### src/rtl/trap_pkg.sv
// Shared types and constants for the trap/pipeline control unit.
// Includes the control-register map and the layout of the exception save stack.
package trap_pkg;

   typedef enum logic [1:0] {
      NOP  = 2'd0,
      EXRT = 2'd1,
      WRCR = 2'd2
   } ctrl_op_t;

   localparam logic [4:0] CR_STATUS     = 5'd0;
   localparam logic [4:0] CR_PRE_STATUS = 5'd1;
   localparam logic [4:0] CR_PC         = 5'd2;
   localparam logic [4:0] CR_EPC        = 5'd3;
   localparam logic [4:0] CR_EXP_VECTOR = 5'd4;
   localparam logic [4:0] CR_CAUSE      = 5'd5;
   localparam logic [4:0] CR_INT_MASK   = 5'd6;
   localparam logic [4:0] CR_IRQ        = 5'd7;
   localparam logic [4:0] CR_STK_LVL    = 5'd8;
   localparam logic [4:0] CR_CPU_INFO   = 5'd9;

   // The saved PC field matches the default ADDR_W word-address width.
   localparam int STK_PC_W = 30;

   typedef struct packed {
      logic [STK_PC_W-1:0] epc;
      logic                mode;
      logic                ie;
      logic                dly;
      logic [2:0]          code;
   } stk_entry_t;

   localparam logic [31:0] CPU_INFO = 32'h5452_0002;

endpackage

### src/rtl/trap_prio_enc.sv
// Lowest-index-wins priority encoder for the pending, unmasked IRQ vector.
// Also reports whether any request is pending at all.
module trap_prio_enc #(
   parameter int IRQ_W = 8,
   parameter int ID_W  = (IRQ_W > 1) ? $clog2(IRQ_W) : 1
) (
   input  logic [IRQ_W-1:0] i_req,
   output logic [ID_W-1:0]  o_id,
   output logic             o_any
);

   always_comb begin
      o_id = '0;
      // Walk downwards so the lowest set bit is the last one assigned.
      for (int i = IRQ_W - 1; i >= 0; i--) begin
         if (i_req[i]) o_id = ID_W'(i);
      end
      o_any = |i_req;
   end

endmodule

### src/rtl/trap_ctrl.sv
// Pipeline stall/flush generation, control-register file, nested exception
// save stack, vectored exception entry and prioritised IRQ detection.
module trap_ctrl
   import trap_pkg::*;
#(
   parameter int IRQ_W     = 8,
   parameter int STK_DEPTH = 4,
   parameter int ADDR_W    = 30,
   parameter int DATA_W    = 32,
   parameter int VEC_SHIFT = 2,
   localparam int ID_W     = (IRQ_W > 1) ? $clog2(IRQ_W) : 1
) (
   input  logic              clk,
   input  logic              rst,
   input  logic [4:0]        creg_rd_addr,
   output logic [DATA_W-1:0] creg_rd_data,
   output logic              exe_mode,
   input  logic [IRQ_W-1:0]  irq,
   output logic              int_detect,
   output logic [ID_W-1:0]   int_id,
   input  logic [ADDR_W-1:0] id_pc,
   input  logic [ADDR_W-1:0] mem_pc,
   input  logic              mem_en,
   input  logic              mem_br_flag,
   input  logic [1:0]        mem_ctrl_op,
   input  logic [4:0]        mem_dst_addr,
   input  logic [2:0]        mem_exp_code,
   input  logic [DATA_W-1:0] mem_data_in,
   input  logic              if_busy,
   input  logic              mem_busy,
   input  logic              ld_hazard,
   output logic [3:0]        stall,
   output logic [3:0]        flush,
   output logic [ADDR_W-1:0] new_pc
);

   localparam int SI_W  = $clog2(STK_DEPTH);
   localparam int LVL_W = SI_W + 1;

   logic              r_exe_mode;
   logic              r_int_en;
   logic [IRQ_W-1:0]  r_mask;
   logic [ADDR_W-1:0] r_exp_vector;
   logic [LVL_W-1:0]  r_lvl;
   logic              r_ovf;
   logic              r_unf;
   logic [ADDR_W-1:0] r_pre_pc;
   logic              r_br_q;
   stk_entry_t        r_stk [STK_DEPTH];

   logic              w_busy;
   logic              w_commit;
   logic              w_exc;
   logic              w_exrt;
   logic              w_wrcr;
   logic              w_redir;
   logic              w_lvl_zero;
   logic              w_full;
   logic [SI_W-1:0]   w_top_idx;
   logic [SI_W-1:0]   w_push_idx;
   stk_entry_t        w_top;
   logic              w_any_irq;

   assign w_busy     = if_busy | mem_busy;
   assign w_commit   = mem_en & ~w_busy;
   assign w_exc      = mem_en & (mem_exp_code != 3'd0);
   assign w_exrt     = mem_en & ~w_exc & (ctrl_op_t'(mem_ctrl_op) == EXRT);
   assign w_wrcr     = mem_en & ~w_exc & (ctrl_op_t'(mem_ctrl_op) == WRCR);
   assign w_redir    = w_exc | w_exrt | w_wrcr;
   assign w_lvl_zero = (r_lvl == '0);
   assign w_full     = (r_lvl == LVL_W'(STK_DEPTH));

   // With an empty stack the "top" is slot 0 for reads, writes and EXRT.
   assign w_top_idx  = w_lvl_zero ? '0 : SI_W'(r_lvl - LVL_W'(1));
   assign w_push_idx = w_full ? SI_W'(STK_DEPTH - 1) : r_lvl[SI_W-1:0];
   assign w_top      = r_stk[w_top_idx];

   assign stall = {w_busy, w_busy, w_busy, w_busy | ld_hazard};
   assign flush = {w_redir, w_redir, w_redir | ld_hazard, w_redir};

   always_comb begin
      new_pc = '0;
      if (w_exc)
         new_pc = r_exp_vector + (ADDR_W'(mem_exp_code) << VEC_SHIFT);
      else if (w_exrt)
         new_pc = w_top.epc;
      else if (w_wrcr)
         new_pc = mem_pc;
   end

   always_ff @(posedge clk) begin
      if (rst) begin
         r_exe_mode   <= 1'b0;
         r_int_en     <= 1'b0;
         r_mask       <= '1;
         r_exp_vector <= '0;
         r_lvl        <= '0;
         r_ovf        <= 1'b0;
         r_unf        <= 1'b0;
         r_pre_pc     <= '0;
         r_br_q       <= 1'b0;
         for (int i = 0; i < STK_DEPTH; i++) r_stk[i] <= '0;
      end else if (w_commit) begin
         r_pre_pc <= mem_pc;
         r_br_q   <= mem_br_flag;
         if (w_exc) begin
            r_stk[w_push_idx] <= '{epc: r_pre_pc, mode: r_exe_mode, ie: r_int_en,
                                   dly: r_br_q, code: mem_exp_code};
            if (w_full) r_ovf <= 1'b1;
            else        r_lvl <= r_lvl + LVL_W'(1);
            r_exe_mode <= 1'b0;
            r_int_en   <= 1'b0;
         end else if (w_exrt) begin
            if (w_lvl_zero) begin
               r_unf <= 1'b1;
            end else begin
               r_exe_mode <= w_top.mode;
               r_int_en   <= w_top.ie;
               r_lvl      <= r_lvl - LVL_W'(1);
            end
         end else if (w_wrcr) begin
            case (mem_dst_addr)
               CR_STATUS: {r_int_en, r_exe_mode} <= mem_data_in[1:0];
               CR_PRE_STATUS: begin
                  r_stk[w_top_idx].ie   <= mem_data_in[1];
                  r_stk[w_top_idx].mode <= mem_data_in[0];
               end
               CR_EPC: r_stk[w_top_idx].epc <= mem_data_in[DATA_W-1:2];
               CR_CAUSE: begin
                  r_stk[w_top_idx].dly  <= mem_data_in[5];
                  r_stk[w_top_idx].code <= mem_data_in[2:0];
                  if (!mem_data_in[4]) r_ovf <= 1'b0;
                  if (!mem_data_in[3]) r_unf <= 1'b0;
               end
               CR_EXP_VECTOR: r_exp_vector <= mem_data_in[DATA_W-1:2];
               CR_INT_MASK:   r_mask       <= mem_data_in[IRQ_W-1:0];
               default: ;
            endcase
         end
      end
   end

   // CAUSE layout: [5] dly, [4] ovf, [3] unf, [2:0] exception code.
   always_comb begin
      creg_rd_data = '0;
      case (creg_rd_addr)
         CR_STATUS:     creg_rd_data[1:0] = {r_int_en, r_exe_mode};
         CR_PRE_STATUS: creg_rd_data[1:0] = {w_top.ie, w_top.mode};
         CR_PC:         creg_rd_data = {id_pc, 2'b00};
         CR_EPC:        creg_rd_data = {w_top.epc, 2'b00};
         CR_EXP_VECTOR: creg_rd_data = {r_exp_vector, 2'b00};
         CR_CAUSE:      creg_rd_data[5:0] = {w_top.dly, r_ovf, r_unf, w_top.code};
         CR_INT_MASK:   creg_rd_data = DATA_W'(r_mask);
         CR_IRQ:        creg_rd_data = DATA_W'(irq);
         CR_STK_LVL:    creg_rd_data = DATA_W'(r_lvl);
         CR_CPU_INFO:   creg_rd_data = DATA_W'(CPU_INFO);
         default:       creg_rd_data = '0;
      endcase
   end

   trap_prio_enc #(
      .IRQ_W (IRQ_W),
      .ID_W  (ID_W)
   ) u_prio_enc (
      .i_req (irq & ~r_mask),
      .o_id  (int_id),
      .o_any (w_any_irq)
   );

   assign int_detect = r_int_en & w_any_irq;
   assign exe_mode   = r_exe_mode;

endmodule

### config.mk
export PLATFORM = sky130hd
export DESIGN_NAME = trap_ctrl
export DESIGN_NICKNAME = d
export VERILOG_FILES = /design/src/rtl/trap_pkg.sv /design/src/rtl/trap_prio_enc.sv /design/src/rtl/trap_ctrl.sv
export SDC_FILE = /design/constraint.sdc
export NUM_CORES = 1
export LEC_CHECK = 0
export ABC_AREA = 0
export CORE_MARGIN = 3
export CORE_UTILIZATION = 59
export DETAILED_ROUTE_END_ITERATION = 7
export GPL_TIMING_DRIVEN = 1
export PLACE_DENSITY = 0.93
export SLEW_MARGIN = 30
export SYNTH_ARGS = -nofsm -noshare
export SYNTH_HDL_FRONTEND = slang
export SYNTH_HIERARCHICAL = 1
export SYNTH_SLANG_ARGS = --single-unit
### constraint.sdc
create_clock -name clk -period 11.9 [get_ports clk]
set_clock_uncertainty 0.05 [all_clocks]
set_input_delay 2.38 -clock clk [delete_from_list [all_inputs] [get_ports clk]]
set_output_delay 2.38 -clock clk [all_outputs]
set_load 0.02 [all_outputs]
==> metrics <==
Post-DP HPWL 28700 µm; vias per cell 6.71; Area Overhead vs Synth 22.7%; CTS Root Buffer Type clkbuf_16; WL/cell 24.3 µm; Reg power frac 47.2%; Worst-Skew Late Latency 510 ps; number of synthesized flops with an enable pin 144; PortBufs 196; flop2flop setup slack 7890 ps; max-slew violation count 0; top cells by area in the synthesized netlist edfxtp_1, dfxtp_1, nand2_1; Initial Utilization 61.0%; Leak 4.89 nW; clock buffer count from CTS 22; # Post-CTS Setup Buffers 0; largest net degree at the start of global routing 89; depth of the CTS H-tree 1; first-pass GRT wire length 63400 µm; routability congestion estimate 1.01; Die X 152 µm; DRT Pass-1 Iters 6; die area 23000 µm²; Req. time, crit path 9470 ps; post-synth net total 1463; CP Data Arrival Time 6260 ps; fill cell count 1289; pin slew with the least headroom to its limit 996 ps; Hold Path Sink r_pre_pc[21]; Reg2Reg Depth 9; Critical path origin mem_exp_code[0]; Mean Syn Cell Area 9.37 µm²; R2R Path End r_stk[2][35]; status complete, no violations; Tcrit/Tclk final 73.0%; total negative slack 0 ps; Sw Share 25.8%; Main synth FF type edfxtp_1; TritonCTS clock tree done; Seq/Total Area, Yosys 46.8%; CTS max path bufs 3; PostCTS Resize Cnt 0; Critical Path Source Type primary input; DR DRC count 0; Slew Limit Headroom 33.3%; utilization after layout 74.8%; setup violators final 0; count of different cell masters after synthesis 67; top-area cell type share of the netlist area 34.6%; WS Path Type primary input to primary output; DRT Wirelength 42900 µm; vias in the first global route 11.3k; RSZ-0062 raised after global routing false; pre-CTS setup slack 3460 ps; Max IR drop VDD 87.3 µV; 1st-iter DRT viols 1848; Worst Setup End Kind primary output; num rows 52; Mapped Area 12500 µm²; Routed Antenna Nets 0; Psw 462 µW; via count 11.8k; IO Count 197; Min Hold Slack 410 ps; slack of the critical path 3210 ps; Gate power share 13.6%; layout net count 1606; Yosys top cell by area edfxtp_1; Clock Power Share 39.2%; hold wc startpoint r_pre_pc[21]; Synth Instances 1333; grt ovf 0; CORE AREA 20500 µm²; startpoint of the worst register-to-register path r_lvl[1]; Min-Delay Path Class register to register; Total Power 1.79 mW; Die Y 152 µm; clk slew on worst S/H paths 60 ps; CTS Hold Buffers Added 0; number of synthesis warnings 6; initial antenna violation count 1; clock sink total 220; Synth async-reset ratio 0%; Worst Path Max Fanout 8; Final Hold Vio Count 0; maxcap violations 0; Internal 1.33 mW; FF+latch count, synth 220; minimum clock period after layout 8690 ps; layout cells sized above 1 9.92%; hold path depth 2; gr usage total 35.9%; PD cells 117 nW/µm²; highest clock rate 115 MHz
## metal layers
metal	GRT usage [%]	vias up	wire, µm
met4	18.3	2	2360
met2	54.7	1113	19100
met1	46.3	5480	14500
met3	11.3	228	6850
li1	-	5011	-
met5	0	-	13
## power by group through the flow
stage / sequential (mW) / clock, mW / combinational [mW]
3_3_place_gp: 0.859 / 0 / 0.225
3_5_place_dp: 0.862 / 0 / 0.230
4_1_cts: 0.846 / 0.697 / 0.232
6_report: 0.846 / 0.702 / 0.243
2_1_floorplan: 0.859 / 0 / 0.115
5_1_grt: 0.847 / 0.727 / 0.251
## layout by cell type, fill, tap and decap left out, types with 23 or more instances in the layout
| cell type | netlist | layout |
|---|---|---|
| nand2_1 | 264 | 264 |
| clkdlybuf4s50_1 | 0 | 195 |
| edfxtp_1 | 144 | 144 |
| nor2_1 | 130 | 125 |
| inv_1 | 83 | 83 |
| dfxtp_1 | 76 | 75 |
| a21oi_1 | 72 | 72 |
| o21ai_0 | 67 | 67 |
| a22oi_1 | 40 | 40 |
| nand3_1 | 38 | 38 |
| mux2_2 | 30 | 30 |
| o32ai_4 | 30 | 30 |
| clkbuf_16 | 0 | 23 |
| buf_4 | 7 | 23 |
## state kept, by name, summed over array words and instances (netlist names)
signal / cells
r_exp_vector: 30
r_lvl: 3
r_unf: 1
exe_mode: 1
r_br_q: 1
r_pre_pc: 30
r_int_en: 1
r_mask: 8
r_ovf: 1
r_stk: 144
## stage by stage
step / cells / cell area (µm²)
floorplan: 1333 / 12500
global route: 1762 / 15300
finish: 1763 / 15300
CTS: 1760 / 15300
detailed placement: 1720 / 14600
global placement: 1720 / 14600
## how the worst max path moves through the flow
| stage | to | slack (ps) | cells after the start |
|---|---|---|---|
| floorplan | new_pc[26] | 5260 | 8 |
| global placement | new_pc[20] | 3590 | 10 |
| detailed placement | new_pc[20] | 3460 | 10 |
| CTS | new_pc[20] | 3390 | 10 |
| global route | new_pc[24] | 3130 | 10 |
| finish | new_pc[20] | 3210 | 10 |
## worst max-delay path, stage by stage
cell and delay (ps):
clkdlybuf4s50_1 710, ha_1 280, inv_1 70, fa_1 400
nor2b_1 450, o2111ai_1 550, nor3_1 440, xor2_1 120
a221o_1 320, clkdlybuf4s50_1 540
## kinds of logic (layout without fill, tap and decap cells)
group | count (synthesis) | after routing | share of synthesized area, %
compound gates | 316 | 316 | 21.7
xor+xnor | 25 | 25 | 1.75
fa+ha+maj | 8 | 8 | 0.861
buf+inv | 185 | 344 | 6.18
flops | 220 | 220 | 46.8
mux | 47 | 47 | 4.07
other cells | 0 | 1 | 0
simple gates | 532 | 532 | 18.7
## synthesized netlist by cell type (9+ instances only)
| master | n |
|---|---|
| mux2i_1 | 17 |
| o21ai_0 | 67 |
| nor3_1 | 21 |
| xnor2_1 | 16 |
| nor2_1 | 130 |
| buf_2 | 11 |
| xor2_1 | 9 |
| a21oi_1 | 72 |
| edfxtp_1 | 144 |
| a22oi_1 | 40 |
| clkbuf_1 | 73 |
| nand2_1 | 264 |
| mux2_2 | 30 |
| o32ai_4 | 30 |
| o211ai_1 | 20 |
| dfxtp_1 | 76 |
| nor2b_1 | 22 |
| nand3_1 | 38 |
| o21bai_1 | 11 |
| inv_1 | 83 |
| o221ai_1 | 14 |
## final cells by class
cell class | count | area [µm²] | share of cell area, %
diodes | 1 | 2.50 | 0.0163
clock buffers | 27 | 601 | 3.92
clock inverters | 13 | 116 | 0.759
inverters | 83 | 312 | 2.03
multi-input cells | 928 | 5950 | 38.8
flip-flops and latches | 220 | 5850 | 38.1
well taps | 270 | 338 | 2.20
repair buffers | 221 | 2170 | 14.2
Power figures use the tool's default switching activity.
